[src/rtl/multicycle_controller.sv]
// Multicycle RV32I control FSM: sequences fetch/decode/execute/memory/writeback and drives
// datapath selects and enables. Define PERF_CNT_EN to add cycle_cnt / instret_cnt counters.
module multicycle_controller #(
  parameter int unsigned ALUCTRL_W = 3,
  parameter int unsigned CNT_W     = 32
) (
  input  logic                 clk,
  input  logic                 rst_n,
  input  logic [6:0]           opcode,
  input  logic [2:0]           funct3,
  input  logic                 funct7b5,
  input  logic                 zero,
  input  logic                 mem_ready,
  output logic                 mem_read,
  output logic                 mem_write,
  output logic                 adr_src,
  output logic                 ir_write,
  output logic                 pc_write,
  output logic                 reg_write,
  output logic [1:0]           alu_src_a,
  output logic [1:0]           alu_src_b,
  output logic [ALUCTRL_W-1:0] alu_control,
  output logic [1:0]           result_src,
  output logic                 illegal,
  output logic [3:0]           state_o
`ifdef PERF_CNT_EN
  ,
  output logic [CNT_W-1:0]     cycle_cnt,
  output logic [CNT_W-1:0]     instret_cnt
`endif
);

  typedef enum logic [3:0] {
    StFetch    = 4'd0,
    StDecode   = 4'd1,
    StMemAdr   = 4'd2,
    StMemRead  = 4'd3,
    StMemWb    = 4'd4,
    StMemWrite = 4'd5,
    StExecR    = 4'd6,
    StExecI    = 4'd7,
    StAluWb    = 4'd8,
    StBeq      = 4'd9,
    StJal      = 4'd10,
    StTrap     = 4'd11
  } state_e;

  localparam logic [6:0] OpLoad  = 7'b0000011;
  localparam logic [6:0] OpStore = 7'b0100011;
  localparam logic [6:0] OpRtype = 7'b0110011;
  localparam logic [6:0] OpItype = 7'b0010011;
  localparam logic [6:0] OpBeq   = 7'b1100011;
  localparam logic [6:0] OpJal   = 7'b1101111;

  state_e     r_state;
  state_e     w_state_d;
  logic       r_illegal;
  logic       w_f3_ok;
  logic       w_legal;
  logic [2:0] w_funct_alu;
  logic [2:0] w_alu;

  // ALU op from funct3; funct7b5 selects sub only for R-type
  always_comb begin
    w_f3_ok     = 1'b1;
    w_funct_alu = 3'd0;
    case (funct3)
      3'b000:  w_funct_alu = (opcode == OpRtype && funct7b5) ? 3'd1 : 3'd0;
      3'b111:  w_funct_alu = 3'd2;
      3'b110:  w_funct_alu = 3'd3;
      3'b100:  w_funct_alu = 3'd4;
      3'b010:  w_funct_alu = 3'd5;
      default: w_f3_ok     = 1'b0;
    endcase
  end

  always_comb begin
    w_legal = 1'b0;
    case (opcode)
      OpLoad, OpStore: w_legal = (funct3 == 3'b010);
      OpBeq:           w_legal = (funct3 == 3'b000);
      OpJal:           w_legal = 1'b1;
      OpItype:         w_legal = w_f3_ok;
      OpRtype:         w_legal = w_f3_ok && (!funct7b5 || funct3 == 3'b000);
      default:         w_legal = 1'b0;
    endcase
  end

  always_comb begin
    w_state_d  = r_state;
    mem_read   = 1'b0;
    mem_write  = 1'b0;
    adr_src    = 1'b0;
    ir_write   = 1'b0;
    pc_write   = 1'b0;
    reg_write  = 1'b0;
    alu_src_a  = 2'b00;
    alu_src_b  = 2'b00;
    w_alu      = 3'd0;
    result_src = 2'b00;
    case (r_state)
      StFetch: begin
        mem_read   = 1'b1;
        alu_src_b  = 2'b10;
        result_src = 2'b10;
        if (mem_ready) begin
          ir_write  = 1'b1;
          pc_write  = 1'b1;
          w_state_d = StDecode;
        end
      end
      StDecode: begin
        alu_src_a = 2'b01;
        alu_src_b = 2'b01;
        if (!w_legal) begin
          w_state_d = StTrap;
        end else begin
          case (opcode)
            OpLoad, OpStore: w_state_d = StMemAdr;
            OpRtype:         w_state_d = StExecR;
            OpItype:         w_state_d = StExecI;
            OpBeq:           w_state_d = StBeq;
            default:         w_state_d = StJal;
          endcase
        end
      end
      StMemAdr: begin
        alu_src_a = 2'b10;
        alu_src_b = 2'b01;
        w_state_d = opcode[5] ? StMemWrite : StMemRead;
      end
      StMemRead: begin
        adr_src  = 1'b1;
        mem_read = 1'b1;
        if (mem_ready) w_state_d = StMemWb;
      end
      StMemWb: begin
        result_src = 2'b01;
        reg_write  = 1'b1;
        w_state_d  = StFetch;
      end
      StMemWrite: begin
        adr_src   = 1'b1;
        mem_write = 1'b1;
        if (mem_ready) w_state_d = StFetch;
      end
      StExecR: begin
        alu_src_a = 2'b10;
        w_alu     = w_funct_alu;
        w_state_d = StAluWb;
      end
      StExecI: begin
        alu_src_a = 2'b10;
        alu_src_b = 2'b01;
        w_alu     = w_funct_alu;
        w_state_d = StAluWb;
      end
      StAluWb: begin
        reg_write = 1'b1;
        w_state_d = StFetch;
      end
      StBeq: begin
        alu_src_a = 2'b10;
        w_alu     = 3'd1;
        pc_write  = zero;
        w_state_d = StFetch;
      end
      StJal: begin
        alu_src_a = 2'b01;
        alu_src_b = 2'b10;
        pc_write  = 1'b1;
        w_state_d = StAluWb;
      end
      default: w_state_d = StTrap;
    endcase
    // Outputs are forced quiet combinationally while reset is held
    if (!rst_n) begin
      mem_read   = 1'b0;
      mem_write  = 1'b0;
      adr_src    = 1'b0;
      ir_write   = 1'b0;
      pc_write   = 1'b0;
      reg_write  = 1'b0;
      alu_src_a  = 2'b00;
      alu_src_b  = 2'b00;
      w_alu      = 3'd0;
      result_src = 2'b00;
    end
  end

  always_ff @(posedge clk or negedge rst_n) begin
    if (!rst_n) begin
      r_state   <= StFetch;
      r_illegal <= 1'b0;
    end else begin
      r_state   <= w_state_d;
      r_illegal <= r_illegal | (w_state_d == StTrap);
    end
  end

  assign alu_control = ALUCTRL_W'(w_alu);
  assign illegal     = r_illegal;
  assign state_o     = r_state;

`ifdef PERF_CNT_EN
  logic [CNT_W-1:0] r_cycle_cnt;
  logic [CNT_W-1:0] r_instret_cnt;
  logic             w_retire;

  assign w_retire = (w_state_d == StFetch) &&
                    (r_state inside {StMemWb, StMemWrite, StAluWb, StBeq});

  always_ff @(posedge clk or negedge rst_n) begin
    if (!rst_n) begin
      r_cycle_cnt   <= '0;
      r_instret_cnt <= '0;
    end else begin
      r_cycle_cnt <= r_cycle_cnt + CNT_W'(1);
      if (w_retire) r_instret_cnt <= r_instret_cnt + CNT_W'(1);
    end
  end

  assign cycle_cnt   = r_cycle_cnt;
  assign instret_cnt = r_instret_cnt;
`endif

endmodule

[config.mk]
export PLATFORM = sky130hd
export DESIGN_NAME = multicycle_controller
export DESIGN_NICKNAME = d
export VERILOG_FILES = /design/src/rtl/multicycle_controller.sv
export SDC_FILE = /design/constraint.sdc
export NUM_CORES = 1
export LEC_CHECK = 0
export ABC_AREA = 1
export CORE_MARGIN = 8
export CORE_UTILIZATION = 25
export CTS_CLUSTER_DIAMETER = 100
export CTS_CLUSTER_SIZE = 14
export DETAILED_ROUTE_END_ITERATION = 10
export GPL_TIMING_DRIVEN = 0
export SLEW_MARGIN = 5
export SYNTH_ARGS = -nofsm -noshare
export SYNTH_HDL_FRONTEND = slang
export SYNTH_SLANG_ARGS = --single-unit
[constraint.sdc]
create_clock -name clk -period 2.75 [get_ports clk]
set_input_delay 0.55 -clock clk [delete_from_list [all_inputs] [get_ports clk]]
set_output_delay 0.55 -clock clk [all_outputs]
set_load 0.03 [all_outputs]
=== After elaboration in Yosys (flattened, before gate mapping) ===
Cells that the tools add are included.

* Output and inout port bits: 20
* Logic and storage cells: 74
* Flip-flop bits (word level): 5
* Bits of input ports: 15

* Muxes and demuxes: 32
* Reductions and logical operators: 18
* Bitwise gates (word level): 1
* Equal/unequal tests: 21

{| class="wikitable"
|+ Operator list
! operator !! count
|-
| case mux 4 bit (7 select lines) || 1
|-
| == test 4 x 3 -> 1 bit, second input constant || 4
|-
| == test 4 bit, second input constant || 4
|-
| 2-to-1 mux 4 bit || 4
|-
| case mux 4 bit (4 select lines) || 1
|-
| case mux 3 bit (5 select lines) || 1
|-
| == test 7 x 6 -> 1 bit, second input constant || 2
|-
| == test 7 bit, second input constant || 2
|-
| 2-to-1 mux 1 bit || 14
|-
| OR reduction 2 bit || 7
|-
| case mux 2 bit (2 select lines) || 3
|-
| == test 3 bit, second input constant || 3
|-
| OR reduction 3 bit || 3
|-
| == test 4 x 2 -> 1 bit, second input constant || 2
|-
| == test 7 x 2 -> 1 bit, second input constant || 1
|-
| == test 7 x 5 -> 1 bit, second input constant || 1
|-
| 2-to-1 mux 2 bit || 3
|-
| 2-to-1 mux 3 bit || 2
|-
| case mux 3 bit (2 select lines) || 1
|-
| case mux 1 bit (5 select lines) || 1
|-
| OR reduction 5 bit || 1
|-
| == test 4 x 1 -> 1 bit, second input constant || 1
|-
| zero test 4 bit || 1
|-
| OR reduction 4 bit || 1
|-
| other kinds (7) || 8
|}

=== Logic depth before layout (Yosys ltp) ===
Gate-level depths: netlist of run 1.

* Depth in word-level cells: 9
* Depth in mapped cells: 12
* Mapped depth without buffers: 12

=== Worst setup path after synthesis of run 1 ===
Ideal clock, no wire load.

* Path kind: reg-to-output
* From: register r_state[1] (netlist: state_o[1])
* To: output port pc_write
* Cell stages (with the launch flop): 6
* Arrival time: 1607 ps
* Required time: 2200 ps
* Setup slack: 593 ps
* Buffers on the path: 0
* Cells stage by stage: dfrtp_1 > inv_2 > or2_4 > nor2_1 > inv_1 > a31oi_1

* Word-level cells in the longest chain between the ends: 3
* Elaborated cells between the ends (all ways): 5
* Those cells by class: eq/ne (2); mux (2); reduce/logical (1)

{| class="wikitable"
|+ RTL lines
! what !! line !! text
|-
| start: declaration || 55 || <nowiki>state_e r_state;</nowiki>
|-
| start signal: assignment || 193 || <nowiki>r_state <= StFetch;</nowiki>
|-
| start signal: assignment || 196 || <nowiki>r_state <= w_state_d;</nowiki>
|-
| == test 4 bit / zero test 4 bit (equally long branches) || 101 || <nowiki>case (r_state)</nowiki>
|-
| case mux 1 bit (3 select lines) * || 101 ||
|-
| 2-to-1 mux 1 bit * || 177 || <nowiki>if (!rst_n) begin</nowiki>
|-
| end: declaration || 18 || <nowiki>output logic pc_write,</nowiki>
|}

Every way passes the cells marked *; elsewhere a longest branch is shown, timed or not.

=== Worst setup path in the final report of run 1 ===
* From: input port funct3[1]
* To: output port alu_control[0]

* Word-level cells in the longest chain between the ends: 4
* Elaborated cells between the ends (all ways): 8
* Those cells by class: eq/ne (4); mux (3); reduce/logical (1)

{| class="wikitable"
|+ RTL lines
! what !! line !! text
|-
| start: declaration || 10 || <nowiki>input logic [2:0] funct3,</nowiki>
|-
| == test 3 x 2 -> 1 bit (tied with other cells) || 67 || <nowiki>case (funct3)</nowiki>
|-
| case mux 3 bit (5 select lines) * || 67 ||
|-
| case mux 3 bit (2 select lines) * || 101 ||
|-
| 2-to-1 mux 3 bit * || 177 ||
|-
| end: declaration || 22 || <nowiki>output logic [ALUCTRL_W-1:0] alu_control,</nowiki>
|}

Marks and branches as above.

==> results_dict.tcl, run 1 <==
set metrics [dict create \
    dr.pass1.iters 3 \
    initial_core_util_pct 26.5 \
    worstMarginPinSlew_ns 0.398 \
    worstSkewPairLatency_ns 0.23 \
    slowest_delay_ns 0.48 \
    synth_common_cells "nand2_1, nor2_1, inv_1" \
    hold_path.class "in -> async" \
    vdd_drop_max_mv 0.492 \
    fin_crit_ns 2.63 \
    rows 18 \
    crit_path_cell_trace "clkdlybuf4s50_1 -> inv_2 -> nand2_2 -> nor2_2 -> nand3_1 -> o22ai_1 -> a21oi_1 -> nor2_1 -> clkdlybuf4s15_1" \
    rsz0062_at_grt "no" \
    crit_arrival_ns 2.08 \
    hold_viol_final 0 \
    die_h_um 67.5 \
    critPathKind "in -> out" \
    slew_violations 0 \
    setup_viol 0 \
    cts_made_buffers 3 \
    p_int_w 0.000413 \
    p_seq_share_pct 14.8 \
    cts_buffer_depth 2 \
    cts_tree "done" \
    viasPerCell 4.51 \
    io_pins 35 \
    cpMaxStageDelayCell "clkdlybuf4s50_1" \
    die_x_um 67.5 \
    outcome "completed" \
    cts_hold_buf 0 \
    fin_crit_sh_pct 95.7 \
    cp-start-kind "input port" \
    nNetsFinal 168 \
    synth_top_area_share_pct 18.9 \
    track_usage_pct 8.64 \
    grt_max_degree 11 \
    clock_sinks 5 \
    layout_setup_ws_ns 0.118 \
    hold-worst-slack_ns 0.151 \
    io_buffers 34 \
    gp_routability_congestion 0.788 \
    area_delta_synth_final_pct 60.6 \
    p_sw_w 0.000495 \
    die_area_mm2 0.00456 \
    ys_types 23 \
    grt-ovfl-total 0 \
    cp_max_fo 4 \
    syn_area_per_cell_um2 5.82 \
    slew_headroom_pct 73.5 \
    synth-main-ff-cell "dfrtp_1" \
    core_mm2 0.00250 \
    synth.area.top_cells "dfrtp_1, nand2_1, nor2_1, inv_1, nand2_2" \
    grt_pass1_wl_um 3250 \
    p_sw_share_pct 54.5 \
    synthCells 114 \
    ant_nets 0 \
    required_ns 2.20 \
    grt_pass1_vias 780 \
    post-route-drc-count 0 \
    post-place-ws_ns -0.263 \
    cp-end-kind "output pin" \
    yosysSeqAreaShare_pct 18.9 \
    maxCapViolCount 0 \
    wl_um 1980 \
    dr.first_iter.drc_count 31 \
    dr_total_vias 820 \
    ys_async_sr_fraction_pct 100 \
    critPathTopFamily "buffers and inverters" \
    synth_area_um2 663 \
    leakage_nw 0.522 \
    root_buffer "clkbuf_4" \
    p_comb_share_pct 76.3 \
    wl_per_cell_um 10.9 \
    synth_seq_cells 5 \
    path_clk_slew_ns 0.05 \
    clkPwrFrac_pct 9.0 \
    antenna_found_initial 0 \
    synth_edf_count 0 \
    post_cts_buffers 0 \
    cts_max_level 1 \
    path_buf_inv 3 \
    synth_top_cell_by_area "dfrtp_1" \
    diodes 0 \
    stdcell_area_mm2 0.00106 \
    fmax_mhz 380 \
    hpwl_um 1780 \
    drive_above_1_share_pct 17.8 \
    p_per_area_mw_per_mm2 853 \
    fin_worst_skew_ns 0.00635 \
    placed_cell_area_mm2 0.00104 \
    yosysWarnings 0 \
    syn_nets 129 \
]
layout make-up:
cell class | instances | area, um^2
Fill cell | 263 | 1440
Tap cell | 30 | 37.5
Buffer | 1 | 3.75
Sequential cell | 5 | 125
Timing Repair Buffer | 34 | 338
Inverter | 21 | 78.8
Multi-Input combinational cell | 87 | 455
Clock buffer | 4 | 26.3
cell families (layout without fill, tap and decap cells):
family | count (synthesis) | after routing | synth area share, %
AO/OA/AOI/OAI | 17 | 17 | 16.6
buffers and inverters | 22 | 60 | 12.5
flip-flops | 5 | 5 | 18.9
AND/OR/NAND/NOR | 70 | 70 | 52.1
metrics by stage:
| step | std cells | setup TNS [ns] | power [W] | util (%) |
|---|---|---|---|---|
| final | 182 | 0 | 0.000908 | 42.6 |
| after global routing | 182 | 0 | 0.000976 | 42.6 |
| after CTS | 182 | 0 | 0.000917 | 42.4 |
| after detailed placement | 178 | -2.31 | 0.000852 | 41.6 |
| after global placement | 178 | -2.04 | 0.000845 | 41.6 |
| after floorplan | 114 | 0 | 0.000600 | - |
metal layers:
| metal | GRT usage [%] | part of all wire, % | vias up |
|---|---|---|---|
| li1 | - | - | 440 |
| met5 | 0 | 0 | - |
| met1 | 10.4 | 43 | 362 |
| met4 | 1.57 | 0 | 0 |
| met2 | 15.9 | 50 | 18 |
| met3 | 1.16 | 6.7 | 0 |
placed cells by master, fill, tap and decap left out, drive strengths merged:
cell type	netlist	layout
nand2	29	29
dfrtp	5	5
dlygate4sd2	0	4
a31oi	1	1
clkdlybuf4s50	0	25
o21ai	5	5
nand3b	1	1
nand3	6	6
nor4	1	1
clkdlybuf4s15	0	1
o22ai	1	1
dlymetal6s2s	0	3
a211o	1	1
a21oi	7	7
o31ai	1	1
clkbuf	1	6
nor2	28	28
o2111ai	1	1
nor3	4	4
or2	1	1
inv	21	21
state kept, by name (all words and copies together), names as in the netlist:
name and cells:
state_o 4, illegal 1
worst paths after layout:
kind	start	endpoint	slack [ns]	cells after the start
worst max-delay path	funct3[1]	alu_control[0]	0.12	9
worst min-delay path	rst_n	illegal$_DFF_PN0_	0.15	1
worst max register to register	state_o[2]$_DFF_PN0_	illegal$_DFF_PN0_	1.33	8
worst min register to register	illegal$_DFF_PN0_	illegal$_DFF_PN0_	0.48	2
max in group asynchronous	rst_n	state_o[1]$_DFF_PN0_	2.42	1
min in group clk	illegal$_DFF_PN0_	illegal$_DFF_PN0_	0.48	2
timing repair:
item | 4_1_cts | 5_1_grt
cloned | 0 | 0
setup endpoints to repair | 12 | 7
gates resized for setup | 6 | 6
power by group through the flow:
| stage | sequential [W] | clock, W | combinational [W] |
|---|---|---|---|
| after global routing | 0.000139 | 0.0000853 | 0.000751 |
| final | 0.000134 | 0.0000815 | 0.000693 |
| after floorplan | 0.000182 | 0 | 0.000418 |
| after detailed placement | 0.000134 | 0 | 0.000718 |
| after global placement | 0.000133 | 0 | 0.000712 |
| after CTS | 0.000134 | 0.0000829 | 0.000700 |
Power figures use the tool's default switching activity.
==> run 2, diff against run 1 <==
CELL_PAD_IN_SITES_DETAIL_PLACEMENT = 1   (was default)
CELL_PAD_IN_SITES_GLOBAL_PLACEMENT = 1   (was default)
CTS_BUF_LIST = sky130_fd_sc_hd__clkbuf_4   (was default)
PLACE_DENSITY_LB_ADDON = 0.1   (was default)
==> run 2 against run 1 <==
Flip-flop and latch count stayed put. Maximum frequency is 1.4% higher. Largest cell class unchanged. Critical path depth is 3 lower.
==> results_dict.tcl, run 2 (synthesis gave the netlist of run 1 again) <==
set metrics [dict create \
    core_mm2 0.00250 \
    finalPower_w 0.000925 \
    track_usage_pct 10.2 \
    hold_viol_final 0 \
    area_delta_synth_final_pct 60.0 \
    hold-worst-slack_ns 0.149 \
    slew_headroom_pct 74.3 \
    cts_buffer_depth 2 \
    cpMaxStageDelayCell "clkdlybuf4s50_1" \
    die_x_um 67.5 \
    nFillCells 339 \
    fin_worst_skew_ns 0.00246 \
    hpwl_um 2000 \
    setup_viol 0 \
    largest_register_ffs 4 \
    post-route-drc-count 0 \
    post_cts_resized 6 \
    grt-ovfl-total 0 \
    cts_tree "done" \
    die_area_mm2 0.00456 \
    placed_cell_area_mm2 0.00104 \
    final_common_cell "clkdlybuf4s50_1" \
    maxCapViolCount 0 \
    worstSkewPairLatency_ns 0.24 \
    dp_cells 178 \
    path_clk_slew_ns 0.04 \
    grt_max_degree 11 \
    dr_total_vias 822 \
    crit_arrival_ns 2.05 \
    final_cell_mix "clkdlybuf4s50_1, nand2_1, nor2_1" \
    fmax_mhz 385 \
    clock_sinks 5 \
    stdcell_count 182 \
    crit_top_cell "nor2_1" \
    hold_path.class "in -> async" \
    p_sw_w 0.000501 \
    dr.pass1.iters 3 \
    drive_above_1_share_pct 19.1 \
    p_comb_share_pct 75.3 \
    fin_crit_ns 2.60 \
    p_seq_share_pct 14.4 \
    slew_violations 0 \
    io_buffers 34 \
    leakage_nw 0.508 \
    ant_nets 0 \
    fin_crit_sh_pct 94.4 \
    dr.first_iter.drc_count 19 \
    cp-start-kind "flip-flop" \
    p_sw_share_pct 54.1 \
    rsz0062_at_grt "no" \
    grt_pass1_wl_um 3750 \
    vdd_drop_max_mv 0.505 \
    antenna_found_initial 0 \
    slowest_delay_ns 0.67 \
    r2r_cells 8 \
    root_buffer "clkbuf_4" \
    wl_per_cell_um 12.2 \
    nNetsFinal 168 \
    gp_routability_congestion 0.787 \
    cts_hold_buf 0 \
    critPathKind "reg -> out" \
    crit_path_cell_trace "inv_1 -> nand2_1 -> nor2_1 -> nand3_1 -> nor2_1 -> clkdlybuf4s50_1" \
    cp_max_fo 6 \
    cts_made_buffers 3 \
    outcome "completed" \
    wl_um 2230 \
    clkPwrFrac_pct 10.3 \
    cp-end-kind "output pin" \
    cts_max_level 1 \
    die_h_um 67.5 \
    required_ns 2.20 \
    diodes 0 \
    p_per_area_mw_per_mm2 872 \
    p_int_w 0.000425 \
    io_pins 35 \
    rows 18 \
    initial_core_util_pct 26.5 \
    grt_pass1_vias 853 \
    stdcell_area_mm2 0.00106 \
    viasPerCell 4.52 \
    post_cts_buffers 0 \
    worstMarginPinSlew_ns 0.385 \
]
==> run 2: final timing paths <==
kind                                 startpoint                   end  slack (ns)
setup reg to reg           state_o[2]$_DFF_PN0_     illegal$_DFF_PN0_        1.31
hold / removal                            rst_n  state_o[2]$_DFF_PN0_        0.15
setup / recovery           state_o[3]$_DFF_PN0_        alu_control[1]        0.15
min in group clk              illegal$_DFF_PN0_     illegal$_DFF_PN0_        0.48
max in group asynchronous                 rst_n  state_o[3]$_DFF_PN0_        2.42
hold reg to reg               illegal$_DFF_PN0_     illegal$_DFF_PN0_        0.48
==> run 2: per-stage QoR <==
step	TNS, ns	setup WS, ns	utilization (%)
finish	0	0.154	42.4
global route	0	0.0118	42.4
CTS	0	0.0195	42.5
detailed placement	-2.54	-0.304	41.6
global placement	-2.17	-0.253	41.6
floorplan	0	0.593	-
==> run 2: routing by layer <==
metal	vias up	global-route usage [%]	part of all wire, %	wire length (um)
met2	21	17.8	47	1050
met5	-	0	0	0
met1	365	12.4	45	1010
li1	434	-	-	-
met4	0	3.13	0.99	22
met3	2	1.82	6.7	150
==> run 2: layout make-up <==
type                    instances  area (um^2)  share of cell area [%]
clock buffers                   4         30.0                    2.83
plain buffers                   1         3.75                   0.354
multi-input cells              87          455                    42.9
flip-flops and latches          5          125                    11.8
repair buffers                 34          330                    31.1
inverters                      21         78.8                    7.43
well taps                      30         37.5                    3.54
==> run 2: critical path, delay by kind of cell, from the launching register on <==
kind,cells,cell delay (ns)
buffers and inverters,2,0.76
flip-flops,1,0.38
AND/OR/NAND/NOR,4,0.66
==> run 2: power by group through the flow <==
stage	Combinational [W]	Clock, W	Sequential [W]
detailed placement	0.000727	0	0.000135
finish	0.000697	0.0000949	0.000134
global route	0.000766	0.000104	0.000140
global placement	0.000722	0	0.000132
floorplan	0.000418	0	0.000182
CTS	0.000712	0.0000992	0.000134
